$ cat src/rtl/result_mem_ctrl_if.sv
// Bundle of the score stream, result memory strobes and CPU read handshake
// for the classifier result memory sequencer.
interface result_mem_ctrl_if #(
  parameter int NUM_CLASS = 10,
  parameter int DATA_W    = 16
);
  // Score stream from the final FC layer
  logic                        start;
  logic                        score_valid;
  logic [DATA_W-1:0]           score_data;
  logic                        score_last;
  logic                        score_ready;

  // Result memory side
  logic                        write_result_signal;
  logic [NUM_CLASS*DATA_W-1:0] write_result_data;
  logic                        read_result_signal;
  logic [31:0]                 read_result_data;

  // CPU read handshake and status
  logic                        cpu_rd_req;
  logic                        cpu_rd_ack;
  logic [31:0]                 cpu_rd_data;
  logic                        result_ready;
  logic                        seq_err;

  // Producer / CPU / memory-model side
  modport master (
    output start, score_valid, score_data, score_last, read_result_data, cpu_rd_req,
    input  score_ready, write_result_signal, write_result_data, read_result_signal,
           cpu_rd_ack, cpu_rd_data, result_ready, seq_err
  );

  // Controller side
  modport slave (
    input  start, score_valid, score_data, score_last, read_result_data, cpu_rd_req,
    output score_ready, write_result_signal, write_result_data, read_result_signal,
           cpu_rd_ack, cpu_rd_data, result_ready, seq_err
  );
endinterface

$ cat src/rtl/result_mem_ctrl.sv
// Result memory sequencer: packs NUM_CLASS streamed scores into one word,
// commits it with a single-cycle write strobe, flags the result as ready and
// serves CPU reads through an independent two-stage read pipe.
module result_mem_ctrl #(
  parameter int NUM_CLASS     = 10,
  parameter int DATA_W        = 16,
  parameter int CLEAR_ON_READ = 1
) (
  input  logic            clk,
  input  logic            rst,
  result_mem_ctrl_if.slave bus
);

  localparam int                PACK_W   = NUM_CLASS * DATA_W;
  localparam int                CNT_W    = (NUM_CLASS > 1) ? $clog2(NUM_CLASS) : 1;
  localparam logic [CNT_W-1:0]  LAST_IDX = CNT_W'(NUM_CLASS - 1);

  typedef enum logic [1:0] {
    S_IDLE    = 2'd0,
    S_COLLECT = 2'd1,
    S_COMMIT  = 2'd2,
    S_DONE    = 2'd3
  } state_t;

  state_t              r_state;
  state_t              w_state_nxt;

  logic [CNT_W-1:0]    r_cnt;
  logic [PACK_W-1:0]   r_pack;
  logic [PACK_W-1:0]   r_wr_data;
  logic                r_seq_err;

  // Read pipe: stage 1 = memory strobe cycle, stage 2 = ack cycle
  logic                r_s1_vld;
  logic                r_s1_done;
  logic                r_ack;
  logic                r_ack_done;
  logic [31:0]         r_rd_data;

  logic                w_clear;
  logic                w_accept;
  logic                w_final;
  logic                w_done_ack;
  logic [PACK_W-1:0]   w_pack_ins;

  logic                w_score_ready;
  logic                w_wr_strobe;
  logic                w_result_ready;

  // Handshake qualifiers shared by the FSM and the datapath
  always_comb begin
    w_clear    = bus.start && (r_state != S_COMMIT);
    // a start in COLLECT has priority, so the score offered with it is dropped
    w_accept   = (r_state == S_COLLECT) && bus.score_valid && !bus.start;
    w_final    = w_accept && (r_cnt == LAST_IDX);
    w_done_ack = r_ack && r_ack_done && (CLEAR_ON_READ != 0);
  end

  // Current pack register with the incoming score inserted at slot r_cnt
  always_comb begin
    w_pack_ins = r_pack;
    for (int unsigned k = 0; k < NUM_CLASS; k++) begin
      if (r_cnt == CNT_W'(k)) begin
        w_pack_ins[k*DATA_W +: DATA_W] = bus.score_data;
      end
    end
  end

  // FSM state register
  always_ff @(posedge clk or posedge rst) begin
    if (rst) begin
      r_state <= S_IDLE;
    end else begin
      r_state <= w_state_nxt;
    end
  end

  // FSM next-state logic
  always_comb begin
    w_state_nxt = r_state;
    unique case (r_state)
      S_IDLE: begin
        if (bus.start) w_state_nxt = S_COLLECT;
      end
      S_COLLECT: begin
        if (bus.start)    w_state_nxt = S_COLLECT;
        else if (w_final) w_state_nxt = S_COMMIT;
      end
      S_COMMIT: begin
        w_state_nxt = S_DONE;
      end
      S_DONE: begin
        if (bus.start)       w_state_nxt = S_COLLECT;
        else if (w_done_ack) w_state_nxt = S_IDLE;
      end
      default: w_state_nxt = S_IDLE;
    endcase
  end

  // FSM outputs decoded from the current state
  always_comb begin
    w_score_ready  = 1'b0;
    w_wr_strobe    = 1'b0;
    w_result_ready = 1'b0;
    unique case (r_state)
      S_COLLECT: w_score_ready  = 1'b1;
      S_COMMIT:  w_wr_strobe    = 1'b1;
      S_DONE:    w_result_ready = 1'b1;
      default: ;
    endcase
  end

  // Score collection datapath: counter, pack register, committed word, sticky error
  always_ff @(posedge clk or posedge rst) begin
    if (rst) begin
      r_cnt     <= '0;
      r_pack    <= '0;
      r_wr_data <= '0;
      r_seq_err <= 1'b0;
    end else if (w_clear) begin
      r_cnt     <= '0;
      r_pack    <= '0;
      r_seq_err <= 1'b0;
    end else if (w_accept) begin
      r_pack    <= w_pack_ins;
      r_cnt     <= w_final ? '0 : r_cnt + 1'b1;
      // score_last must coincide exactly with the final slot
      r_seq_err <= r_seq_err | (bus.score_last != w_final);
      // committed word is loaded with the final score so it is valid during COMMIT
      if (w_final) begin
        r_wr_data <= w_pack_ins;
      end
    end
  end

  // CPU read pipe: the DONE test is frozen at request time
  always_ff @(posedge clk or posedge rst) begin
    if (rst) begin
      r_s1_vld   <= 1'b0;
      r_s1_done  <= 1'b0;
      r_ack      <= 1'b0;
      r_ack_done <= 1'b0;
      r_rd_data  <= '0;
    end else begin
      r_s1_vld <= bus.cpu_rd_req && !r_s1_vld;
      if (bus.cpu_rd_req && !r_s1_vld) begin
        r_s1_done <= (r_state == S_DONE);
      end
      r_ack      <= r_s1_vld;
      r_ack_done <= r_s1_vld && r_s1_done;
      if (r_s1_vld) begin
        r_rd_data <= r_s1_done ? bus.read_result_data : '1;
      end
    end
  end

  assign bus.score_ready         = w_score_ready;
  assign bus.write_result_signal = w_wr_strobe;
  assign bus.write_result_data   = r_wr_data;
  assign bus.read_result_signal  = r_s1_vld && r_s1_done;
  assign bus.cpu_rd_ack          = r_ack;
  assign bus.cpu_rd_data         = r_rd_data;
  assign bus.result_ready        = w_result_ready;
  assign bus.seq_err             = r_seq_err;

endmodule

$ cat src/flat_wrapper.sv
// flat-port wrapper written by rule: the top's interface ports become plain ports
module result_mem_ctrl_flat 
#(
  parameter int NUM_CLASS     = 10,
  parameter int DATA_W        = 16,
  parameter int CLEAR_ON_READ = 1
)
  (clk, rst, bus_start, bus_score_valid, bus_score_data, bus_score_last, bus_read_result_data, bus_cpu_rd_req, bus_score_ready, bus_write_result_signal, bus_write_result_data, bus_read_result_signal, bus_cpu_rd_ack, bus_cpu_rd_data, bus_result_ready, bus_seq_err);
  result_mem_ctrl_if #(.NUM_CLASS(NUM_CLASS), .DATA_W(DATA_W)) bus_i ();
  input  logic clk;
  input  logic rst;
  input wire logic [$bits(bus_i.start)-1:0] bus_start;
  input wire logic [$bits(bus_i.score_valid)-1:0] bus_score_valid;
  input wire logic [$bits(bus_i.score_data)-1:0] bus_score_data;
  input wire logic [$bits(bus_i.score_last)-1:0] bus_score_last;
  input wire logic [$bits(bus_i.read_result_data)-1:0] bus_read_result_data;
  input wire logic [$bits(bus_i.cpu_rd_req)-1:0] bus_cpu_rd_req;
  output wire logic [$bits(bus_i.score_ready)-1:0] bus_score_ready;
  output wire logic [$bits(bus_i.write_result_signal)-1:0] bus_write_result_signal;
  output wire logic [$bits(bus_i.write_result_data)-1:0] bus_write_result_data;
  output wire logic [$bits(bus_i.read_result_signal)-1:0] bus_read_result_signal;
  output wire logic [$bits(bus_i.cpu_rd_ack)-1:0] bus_cpu_rd_ack;
  output wire logic [$bits(bus_i.cpu_rd_data)-1:0] bus_cpu_rd_data;
  output wire logic [$bits(bus_i.result_ready)-1:0] bus_result_ready;
  output wire logic [$bits(bus_i.seq_err)-1:0] bus_seq_err;
  assign bus_i.start = bus_start;
  assign bus_i.score_valid = bus_score_valid;
  assign bus_i.score_data = bus_score_data;
  assign bus_i.score_last = bus_score_last;
  assign bus_i.read_result_data = bus_read_result_data;
  assign bus_i.cpu_rd_req = bus_cpu_rd_req;
  assign bus_score_ready = bus_i.score_ready;
  assign bus_write_result_signal = bus_i.write_result_signal;
  assign bus_write_result_data = bus_i.write_result_data;
  assign bus_read_result_signal = bus_i.read_result_signal;
  assign bus_cpu_rd_ack = bus_i.cpu_rd_ack;
  assign bus_cpu_rd_data = bus_i.cpu_rd_data;
  assign bus_result_ready = bus_i.result_ready;
  assign bus_seq_err = bus_i.seq_err;
  result_mem_ctrl #(.NUM_CLASS(NUM_CLASS), .DATA_W(DATA_W), .CLEAR_ON_READ(CLEAR_ON_READ)) u_core (.clk(clk), .rst(rst), .bus(bus_i));
endmodule
$ cat config.mk
export PLATFORM = sky130hd
export DESIGN_NAME = result_mem_ctrl_flat
export DESIGN_NICKNAME = d
export VERILOG_FILES = /design/src/rtl/result_mem_ctrl_if.sv /design/src/rtl/result_mem_ctrl.sv /design/src/flat_wrapper.sv
export SDC_FILE = /design/constraint.sdc
export NUM_CORES = 1
export LEC_CHECK = 0
export BUFFER_PORTS_ARGS = -buffer_cell sky130_fd_sc_hd__buf_2
export CORE_AREA = 4 4 216 218
export CTS_BUF_LIST = sky130_fd_sc_hd__clkbuf_4 sky130_fd_sc_hd__clkbuf_8
export CTS_CLUSTER_SIZE = 24
export DETAILED_ROUTE_END_ITERATION = 10
export DIE_AREA = 0 0 220 222
export GPL_TIMING_DRIVEN = 0
export HOLD_SLACK_MARGIN = 0.06
export PLACE_DENSITY_LB_ADDON = 0.1
export SETUP_SLACK_MARGIN = 0.4
export SYNTH_ARGS = -nofsm -noshare
export SYNTH_HDL_FRONTEND = slang
export SYNTH_SLANG_ARGS = --single-unit
$ cat constraint.sdc
create_clock -name clk -period 13.7 [get_ports clk]
set_input_delay 1.37 -clock clk [delete_from_list [all_inputs] [get_ports clk]]
set_output_delay 1.37 -clock clk [all_outputs]
set_load 0.01 [all_outputs]
* Yosys cells after proc, flatten, opt, wreduce, memory -nomap -nowiden
Index checks and enable logic that the tools add are counted.
** Operators by class
- $add $sub $neg :: 1
- Eq/ne operators :: 17
- Mux-type cells :: 27
- Bitwise logic cells :: 2
- Reductions and logical operators :: 14
** Operator list (count)
- 160-bit 2-to-1 mux :: 2
- 16-bit 2-to-1 mux :: 10
- 32-bit 2-to-1 mux :: 1
- 4-bit by 3-bit equality test with 1-bit output, second input constant :: 4
- 4-bit 2-to-1 mux :: 3
- 2-bit 2-to-1 mux :: 5
- 4-bit by 2-bit equality test with 1-bit output, second input constant :: 2
- 4-bit equality test, second input constant :: 2
- 2-bit one-hot mux with 4 select lines :: 1
- 1-bit logical AND :: 7
- 3-bit by 2-bit != test with 1-bit output, second input constant :: 2
- 3-bit AND reduction :: 2
- 1-bit 2-to-1 mux :: 5
- 4-bit by 1-bit adder with 4-bit output, second input constant :: 1
- 2-bit equality test, second input constant :: 2
- 4-bit by 1-bit equality test with 1-bit output, second input constant :: 1
- 4-bit zero test :: 1
- 2-bit != test, second input constant :: 2
- 2-bit by 1-bit equality test with 1-bit output, second input constant :: 1
- 1-bit zero test :: 2
- 2-bit zero test :: 1
- 2-bit nonzero test :: 1
- 1-bit != test :: 1
- 1-bit inverter :: 1
- 1-bit OR :: 1
** Word-level totals
- Flip-flop bits (word level) :: 363
- Bits of input ports :: 54
- Output and inout port bits :: 198
- Logic and storage cells :: 71

* Depth between registers and ports, before layout
- Word-level depth :: 8
- Depth in mapped cells :: 9
- Gate-level depth less buffers :: 5

* Least setup slack after synthesis
Ideal clock, no wire load.
- Path type :: register -> output
- From :: register u_core.r_s1_vld
- To :: output port bus_read_result_signal
- Arrival :: 1047 ps
- Path slack :: 11283 ps
- Cell stages (with the launch flop) :: 5
- Buffers on the path :: 2
- Path through :: dfrtp_1 clkbuf_1 nand2_1 clkbuf_1 inv_1
** Between the ends
- Longest elaborated chain between the ends :: 1
** Ends and longest elaborated chain
- from (decl) :: line result_mem_ctrl.sv:34 : logic r_s1_vld;
- from (signal assigned) :: line result_mem_ctrl.sv:145 : r_s1_vld <= bus.cpu_rd_req && !r_s1_vld;
- 1-bit logical AND :: line result_mem_ctrl.sv:160 : assign bus.read_result_signal = r_s1_vld && r_s1_done;
- to (decl) :: line flat_wrapper.sv:21 : output wire logic [$bits(bus_i.read_result_signal)-1:0] bus_read_result_signal;
No other way between the ends.

==> flow_summary.toml <==
[power]
p_comb_frac = 0.059
p_seq_frac = 0.460
p_switching_uw = 551.6
p_int_uw = 1700
p_sw_frac = 0.2450
p_leak_uw = 0.009928
pwr_density_cell_nw_per_um2 = 118.2
ir_worst_vdd_mv = 0.08785
power_frac_clock = 0.481

[synth]
ys_async_sr_fraction = 1.000
yosys_warnings = 0
synthDistinctLibCells = 43
synth_edf_count = 0
yosysSeqAreaShare = 0.5582
syn-num-nets = 1424
synth_top_flop_cell = "dfrtp_1"
synthCells = 1366
synth_seq_cells = 347
syn-cell-area_um2 = 15560
synth.avg_cell_area_um2 = 11.39

[clock_tree]
cts_tree = "yes"
clock_latency_ns = 0.66
cts_sinks = 347
cts_buffers = 61
cts.reportedPaths.clkPinSlew_ns = 0.06
htree_levels = 2
clockBufferDepth = 3
post_cts_buffers = 0
hold_buffers = 0
cts_resized = 0
cts_root_buf = "clkbuf_8"

[route]
final_antenna_net_count = 0
via_per_inst = 5.223
vias = 12186
wl_per_cell_um = 23.38
drt-total-wl_mm = 54.53
drc_errors = 0
dr.first_iter.drc_count = 768
drtPass1Iterations = 5

[worst_hold_path]
hold_start = "u_core.r_s1_vld$_DFF_PP0_"
hold_depth = 0
min_path_type = "register to register"
hold_end = "u_core.bus.cpu_rd_ack$_DFF_PP0_"

[timing]
max_freq_mhz = 281.3
fin_setup_tns_ns = 0
worstMarginPinSlew_ns = 1.305
slew_headroom = 0.1297
hold_viol_final = 0
slew_viol_final = 0
finalClockSkew_ns = 0.01693
setup_viol = 0
rsz0062_at_grt = "no"
period_minus_slack_ns = 3.554
period_share = 0.2594

[critical_path]
slowest_delay_ns = 0.47
slowest_stage = "dfrtp_1"
r2r_setup_slack_ns = 11.31
worstPathCellList = "nor2b_1 > buf_2 > buf_2 > buf_2"
cp.required_ns = 12.33
timing.rr.start = "u_core.r_cnt[1]$_DFFE_PP0P_"
critPathLaunchType = "register"
critPathCaptureType = "primary output"
crit_type = "register to primary output"
cpMostUsedCell = "buf_2"
crit_fanout = 10
arrival_ns = 2.18
r2r_cells = 8
r2r_end = "u_core.bus.write_result_data[18]$_DFFE_PP0P_"

[floorplanning]
io_pins = 252
die-area_um2 = 48840
rows = 78
chipHeight_um = 222
die_w_um = 220
start_util = 0.3465
core_um2 = 44890

[grt]
grt_max_degree = 100
antenna_found_initial = 3
grt_pass1_vias = 12504
grt_first_pass_wirelength_mm = 80.10
grt_overflow_total = 0
gr-usage-all-layers = 0.2173

[finish]
antenna_cells = 0
fin_area_um2 = 19050
syn2layout_area_growth_pct = 22.45
drive_above_1_share = 0.2510
fill_cells = 4449
finalNetCount = 1741

[place]
place_area_um2 = 17650
dpl.hpwl_mm = 36.02
portBuffers = 251
gp_congestion = 0.7764

[status]
outcome = "completed"

[run]
maxCapViolCount = 0
kinds of logic after synthesis:
family	Yosys count	synth area share
AOI/OAI and AO/OA	506	0.1765
xor gates and xnor gates	1	0.0005631
adders and majority gates	4	0.003217
buffers and inverters	155	0.05019
DFF	347	0.5582
muxes	274	0.1765
and+or+nand+nor	79	0.03483
sequential cells by signal (all words and copies together) (netlist names), named ones only:
register / cells
u_core.bus.write_result_data: 160
u_core.bus.seq_err: 1
u_core.r_state: 1
u_core.r_cnt: 4
u_core.r_pack: 144
u_core.bus.cpu_rd_ack: 1
u_core.bus.cpu_rd_data: 32
u_core.r_s1_vld: 1
u_core.r_s1_done: 1
u_core.r_ack_done: 1
cell usage in the layout (no fill, tap or decap), drive strengths merged, types with 4 or more instances in the layout:
| cell | synthesis | routed |
|---|---|---|
| nand3b | 7 | 7 |
| nand2 | 31 | 31 |
| dfrtp | 347 | 347 |
| inv | 8 | 8 |
| a21oi | 4 | 4 |
| clkinv | 0 | 6 |
| o21ai | 443 | 443 |
| buf | 49 | 303 |
| nor3b | 4 | 4 |
| nand3 | 21 | 21 |
| o221ai | 16 | 16 |
| clkbuf | 98 | 201 |
| o22a | 31 | 31 |
| mux2i | 272 | 272 |
| nor2 | 4 | 4 |
| ha | 4 | 4 |
| o2bb2ai | 6 | 6 |
final cells by class:
cell class,count,area [um^2],area share
inverters,8,37.54,0.001971
plain buffers,147,750.7,0.03941
clock buffers,103,1267,0.06654
clock inverters,10,127.6,0.006700
flip-flops and latches,347,8683,0.4559
well taps,600,750.7,0.03941
repair buffers,254,1339,0.07028
multi-input cells,864,6092,0.3198
through the flow:
stage | hold slack [ns] | worst slack (ns) | util | total power [uW] | instances
after global placement | 0.3574 | -1.973 | 0.3912 | 1185 | 2217
final | 0.3849 | 10.15 | 0.4243 | 2252 | 2333
after global routing | 0.3945 | 9.942 | 0.4243 | 2339 | 2333
after detailed placement | 0.3620 | 10.12 | 0.3932 | 1188 | 2220
after floorplan | 0.3519 | 2.708 | - | 1125 | 1366
after CTS | 0.3862 | 10.05 | 0.4243 | 2282 | 2333
layer usage:
metal	up-vias	GRT usage	share of wire
met1	6138	0.3110	0.46
li1	5594	-	-
met2	357	0.3278	0.45
met3	91	0.05948	0.068
met4	6	0.05409	0.023
met5	-	0	0.00062
power groups by stage:
stage / logic, uW / registers [uW] / clock network (uW)
2_1_floorplan: 70.5 / 1050 / 0
3_5_place_dp: 134 / 1050 / 0
3_3_place_gp: 130 / 1060 / 0
6_report: 133 / 1040 / 1080
5_1_grt: 142 / 1040 / 1160
4_1_cts: 134 / 1040 / 1110
cells in the mapped netlist, types with 2 or more instances:
cell type	instances	area, um^2
o21ai_0	392	1962
dfrtp_1	347	8683
mux2i_1	272	2723
clkbuf_1	94	352.8
o21ai_1	51	255.2
o22a_1	31	271.5
nand2_1	30	112.6
buf_2	17	85.08
buf_6	17	191.4
o221ai_1	16	140.1
nand3_1	13	65.06
buf_4	12	90.09
nand3_4	8	140.1
inv_1	6	22.52
o2bb2ai_1	6	52.55
nand3b_1	5	37.54
a21oi_1	4	20.02
clkbuf_2	4	20.02
ha_1	4	50.05
nor3b_1	4	30.03
a31oi_1	3	18.77
buf_1	3	11.26
nor2_1	3	11.26
nor2b_1	3	18.77
inv_2	2	7.510
mux2_2	2	22.52
how the worst max path moves through the flow:
stage | startpoint | to | depth (start not counted)
after floorplan | rst | asynchronous set/reset pin | 1
final | register | bus_write_result_signal | 4
after global placement | rst | u_core.bus.write_result_data[68]$_DFFE_PP0P_ | 2
after CTS | register | bus_write_result_signal | 4
after global routing | register | bus_write_result_signal | 4
after detailed placement | bus_start | u_core.r_pack[132]$_DFFE_PP0P_ | 6
worst max-delay path: cells and delay by family, from the launching register on:
| family | cells | cell delay (ns) |
|---|---|---|
| buffers and inverters | 3 | 0.72 |
| flip-flops | 1 | 0.47 |
| AND/OR/NAND/NOR | 1 | 0.35 |
No activity file was read; power rests on OpenSTA's default activity.
